--- config.mk ---
export PLATFORM = sky130hd
export DESIGN_NAME = prng_jump_ctrl
export DESIGN_NICKNAME = d
export VERILOG_FILES = /design/src/rtl/prng_jump_ctrl.sv
export SDC_FILE = /design/constraint.sdc
export NUM_CORES = 1
export LEC_CHECK = 0
export CORE_MARGIN = 2
export CORE_UTILIZATION = 25
export DETAILED_ROUTE_END_ITERATION = 10
export GPL_TIMING_DRIVEN = 0
export RECOVER_POWER = 25
export SYNTH_ARGS = -nofsm -noshare
export SYNTH_HDL_FRONTEND = slang
export SYNTH_SLANG_ARGS = --single-unit
--- constraint.sdc ---
create_clock -name i_clk -period 4.9 [get_ports i_clk]
set_clock_uncertainty 0.05 [all_clocks]
set_input_delay 0.98 -clock i_clk [delete_from_list [all_inputs] [get_ports i_clk]]
set_output_delay 0.98 -clock i_clk [all_outputs]
set_load 0.02 [all_outputs]
--- src/rtl/prng_jump_ctrl.sv ---
// Jump/long-jump sequencer for an external xoroshiro128+ stage: steps the PRNG
// 128 times, XOR-accumulates selected states, then reloads the accumulated state.
module prng_jump_ctrl #(
  parameter logic [63:0] JUMP0  = 64'hdf900294d8f554a5,
  parameter logic [63:0] JUMP1  = 64'h170865df4b3201fc,
  parameter logic [63:0] LJUMP0 = 64'hd2a98b26625eee7b,
  parameter logic [63:0] LJUMP1 = 64'hdddf9b1090aa7ac1
) (
  input  logic        i_clk,
  input  logic        i_rst,
  input  logic        i_cg,
  input  logic        i_seedValid,
  input  logic [63:0] i_seedS0,
  input  logic [63:0] i_seedS1,
  input  logic        i_start,
  input  logic        i_long,
  output logic        o_busy,
  output logic        o_done,
  output logic        o_prngCg,
  output logic        o_prngSeedValid,
  output logic [63:0] o_prngSeedS0,
  output logic [63:0] o_prngSeedS1,
  input  logic [63:0] i_prngS0,
  input  logic [63:0] i_prngS1
);

  typedef enum logic [1:0] {
    S_IDLE = 2'd0,
    S_STEP = 2'd1,
    S_LOAD = 2'd2
  } state_t;

  state_t       r_state;
  state_t       w_next;
  logic [6:0]   r_cnt;
  logic [63:0]  r_acc0;
  logic [63:0]  r_acc1;
  logic [127:0] r_poly;
  logic         r_done;
  logic         w_take;

  // Handshake: i_start is a request that is accepted only on an IDLE cycle
  // (o_busy=0); requests seen while o_busy=1 are dropped, never queued.
  assign w_take = r_poly[r_cnt];
  assign o_busy = (r_state == S_STEP) || (r_state == S_LOAD);
  assign o_done = r_done;

  always_ff @(posedge i_clk) begin
    if (i_rst) begin
      r_state <= S_IDLE;
      r_cnt   <= 7'd0;
      r_acc0  <= 64'd0;
      r_acc1  <= 64'd0;
      r_poly  <= 128'd0;
      r_done  <= 1'b0;
    end else begin
      r_state <= w_next;
      r_done  <= (r_state == S_LOAD);
      case (r_state)
        S_IDLE: begin
          if (i_start) begin
            r_cnt  <= 7'd0;
            r_acc0 <= 64'd0;
            r_acc1 <= 64'd0;
            r_poly <= i_long ? {LJUMP1, LJUMP0} : {JUMP1, JUMP0};
          end
        end
        S_STEP: begin
          // The PRNG state seen here is the pre-advance state for this bit.
          if (w_take) begin
            r_acc0 <= r_acc0 ^ i_prngS0;
            r_acc1 <= r_acc1 ^ i_prngS1;
          end
          r_cnt <= r_cnt + 7'd1;
        end
        default: begin
        end
      endcase
    end
  end

  always_comb begin
    w_next          = r_state;
    o_prngCg        = i_cg;
    o_prngSeedValid = i_seedValid;
    o_prngSeedS0    = i_seedS0;
    o_prngSeedS1    = i_seedS1;
    case (r_state)
      S_IDLE: begin
        if (i_start) w_next = S_STEP;
      end
      S_STEP: begin
        o_prngCg        = 1'b1;
        o_prngSeedValid = 1'b0;
        o_prngSeedS0    = r_acc0;
        o_prngSeedS1    = r_acc1;
        if (r_cnt == 7'd127) w_next = S_LOAD;
      end
      S_LOAD: begin
        o_prngCg        = 1'b1;
        o_prngSeedValid = 1'b1;
        o_prngSeedS0    = r_acc0;
        o_prngSeedS1    = r_acc1;
        w_next          = S_IDLE;
      end
      default: begin
        w_next = S_IDLE;
      end
    endcase
  end

endmodule
==> impl_metrics.yaml, run 1 <==
global_routing:
  grt_pass1_wl_mm: 54.42
  antenna_found_initial: 3
  grt_pass1_vias: 9938
  grt_max_degree: 17
  grt.overflow.total: 0
  grt_usage: 0.1817
detailed_routing:
  drtAntennaViolNets: 0
  route.vias.total: 9892
  wire_per_inst_um: 17.23
  first_pass_iters: 4
  drc: 0
  viasPerCell: 4.890
  wl_mm: 34.86
  first_iter_violations: 540
setup_path:
  critPathMaxFanout: 14
  arrival_ps: 3540
  critPathKind: "flop to primary output"
  r2r_slack_ps: 1670
  worst_r2r_endpoint: "r_acc1[24]"
  crit_required_ps: 3870
  rr_worst_depth: 12
  end_kind: "primary output"
  r2r_start: "r_state[0]"
  setup.worst_path.start_class: "flop"
yosys:
  seq_area_frac_synth: 0.3146
  syn-num-nets: 1403
  synth_top_area_frac: 0.3146
  postSynthAreaPerCell_um2: 7.890
  synth_top_area_cell: "dfxtp_1"
  yosys-top-cells-area: "dfxtp_1 (31%), mux2_2 (16%), nor3b_1 (11%)"
  synth-edff-count: 0
  syn_inst: 1137
  synth_seq_cells: 141
  async_flop_share: 0
  ys_types: 54
  synth_warnings: 0
  synth_ff_type: "dfxtp_1"
  syn_area_um2: 8971
cts:
  root_buffer: "clkbuf_16"
  numCtsBuffers: 17
  clk_pin_slew_ps: 60
  cts_tree: "done"
  cts_setup_buffers: 0
  cts_buffer_depth: 2
  insertion_delay_ps: 420
  cts.sinks: 141
  htreeDepth: 4
timing:
  report.final.slew_viol_count: 0
  tns_ps: 0
  timing.fmax_mhz: 218.7
  slew_headroom: 0.3434
  worst_pin_slew_ps: 984.9
  finalCritPeriodShare: 0.9331
  period_needed_ps: 4572
  finalHoldViolCount: 0
  rsz0062_at_grt: "no"
  setup_viol: 0
  fin_ws_ps: 327.9
pwr:
  p_leak_nw: 4.506
  power_frac_clock: 0.389
  p_int_mw: 2.614
  p_sw_mw: 1.115
  p_sw_frac: 0.2990
  vdd_ir_drop_max_uv: 228.9
  powerDensity_nw_per_um2: 264.3
  seq_power_share: 0.321
  pwr-share-comb: 0.289
finish:
  area_growth_pct: 57.31
  instances_no_fill: 2023
  layout-drive-gt1-share: 0.1320
  final_nets: 1814
  post-route-util: 0.3977
floorplan:
  fp-row-count: 69
  coreArea_um2: 35480
  die_h_um: 193.4
  start_util: 0.2528
  io_pins: 394
  die_w_um: 193.4
  dieArea_um2: 37420
min_path:
  worstHoldStart: "r_acc1[63]"
  whs_path_depth: 2
  hold_path_end: "r_acc1[63]"
  hold_class: "flop to flop"
placement:
  place.gp.congestion: 0.8756
  pre_cts_slack_ps: 372.1
  dp.cells: 1991
  io_buffers: 393
  dp_hpwl_mm: 26.43
job:
  drv_cap: 0
status:
  status: "finished clean"
==> power groups by stage <==
stage               logic (mW)  clock network, mW  registers (mW)
CTS                       1.10               1.49            1.20
finish                    1.08               1.45            1.20
global route              1.15               1.54            1.20
detailed placement        1.09                  0            1.22
global placement          1.08                  0            1.22
floorplan                0.532                  0            1.21
==> stage by stage <==
stage	hold WS [ps]	cell area, um2	total power [mW]
2_1_floorplan	411.9	8971	1.747
3_3_place_gp	426.9	13480	2.307
3_5_place_dp	434.3	13480	2.314
4_1_cts	446.0	14110	3.783
5_1_grt	470.8	14110	3.897
6_report	445.3	14110	3.729
==> layout by cell type, fill, tap and decap left out, drive strengths merged, types with 3 or more instances in the layout <==
cell type,instances
a21oi,12
inv,136
buf,39
or3,3
ha,4
clkbuf,68
or2,6
o21ai,262
nor2,13
mux2,130
bufinv,4
o221ai,3
clkinvlp,3
nand2,15
a221oi,3
nand3,6
dfxtp,141
nor3,129
nand2b,10
clkdlybuf4s50,390
mux2i,5
dlygate4sd3,3
nor3b,129
nand3b,4
clkinv,3
==> Yosys cell counts (2+ instances only) <==
library cell  count
buf_4            14
nand3_1           6
o21ai_0         164
clkbuf_1         47
o221ai_1          3
a21boi_0          2
nor3b_1         129
nand4_1           2
or2_2             6
o22ai_1           2
a221oi_1          3
nor3_1          129
nand2_1          15
nand3b_1          4
mux2_2          130
a211oi_1          2
nor2b_1           2
buf_1             3
dfxtp_1         141
nand2b_1         10
a311oi_1          2
a21oi_1          12
o211ai_1          2
buf_2            22
xnor2_1           2
o21bai_1          2
xor2_1            2
mux2i_1           5
o21ai_1          98
nor2_1           13
inv_1           134
o311a_1           2
ha_1              4
or3_1             3
==> per-layer routing <==
| layer | global-route usage | up-vias | wire (um) |
|---|---|---|---|
| li1 | - | 4849 | - |
| met1 | 0.2219 | 4636 | 14940 |
| met2 | 0.3087 | 362 | 16670 |
| met3 | 0.04690 | 43 | 2393 |
| met4 | 0.06277 | 2 | 838 |
| met5 | 0 | - | 17 |
==> critical path, cell delays in order (launching register included) <==
cell and delay, ps:
dfxtp_1 360, inv_1 70, ha_1 930, clkbuf_1 720
mux2_2 450, clkdlybuf4s50_1 550
==> kinds of logic after synthesis <==
group | Yosys count | synth area share
simple gates | 323 | 0.2179
compound gates | 307 | 0.1854
buf+inv | 222 | 0.1028
flops | 141 | 0.3146
mux | 135 | 0.1688
fa+ha+maj | 5 | 0.006695
xor+xnor | 4 | 0.003906
==> sequential cells by signal, indices dropped and copies added, names as in the netlist <==
signal,flops
r_acc0,64
r_poly,3
r_acc1,64
o_done,1
r_cnt,7
r_state,2
==> how the worst max path moves through the flow <==
stage,start,end,slack (ps),depth (start not counted)
floorplan,r_state[0],o_prngSeedS0[0],1990,5
global placement,r_state[0],o_prngSeedS1[26],350,6
detailed placement,r_state[0],o_prngSeedS1[26],370,6
CTS,r_state[0],o_prngSeedS1[26],220,5
global route,r_state[0],o_prngSeedS1[26],140,5
finish,r_state[0],o_prngSeedS1[26],330,5
==> area by class of cell <==
| type | count | area (um2) |
|---|---|---|
| clock inverters | 12 | 186.4 |
| flip-flops and latches | 141 | 2823 |
| inverters | 134 | 503.0 |
| well taps | 461 | 576.8 |
| diodes | 1 | 2.502 |
| multi-input cells | 774 | 5226 |
| plain buffers | 87 | 414.1 |
| repair buffers | 393 | 3934 |
| fillers | 3599 | 21370 |
| clock buffers | 20 | 446.7 |
==> timing repair <==
item	4_1_cts	5_1_grt
hold buffers	0	0
setup endpoints to repair	20	0
resized for setup	0	0
endpoints found under the hold margin	0	0
No activity file was read; power rests on OpenSTA's default activity.
==> run 2, diff against run 1 <==
GPL_ROUTABILITY_DRIVEN = 0   (was not set)
==> results of run 2 <==
The final DEF is identical to that of run 1; final timing and power are the same.
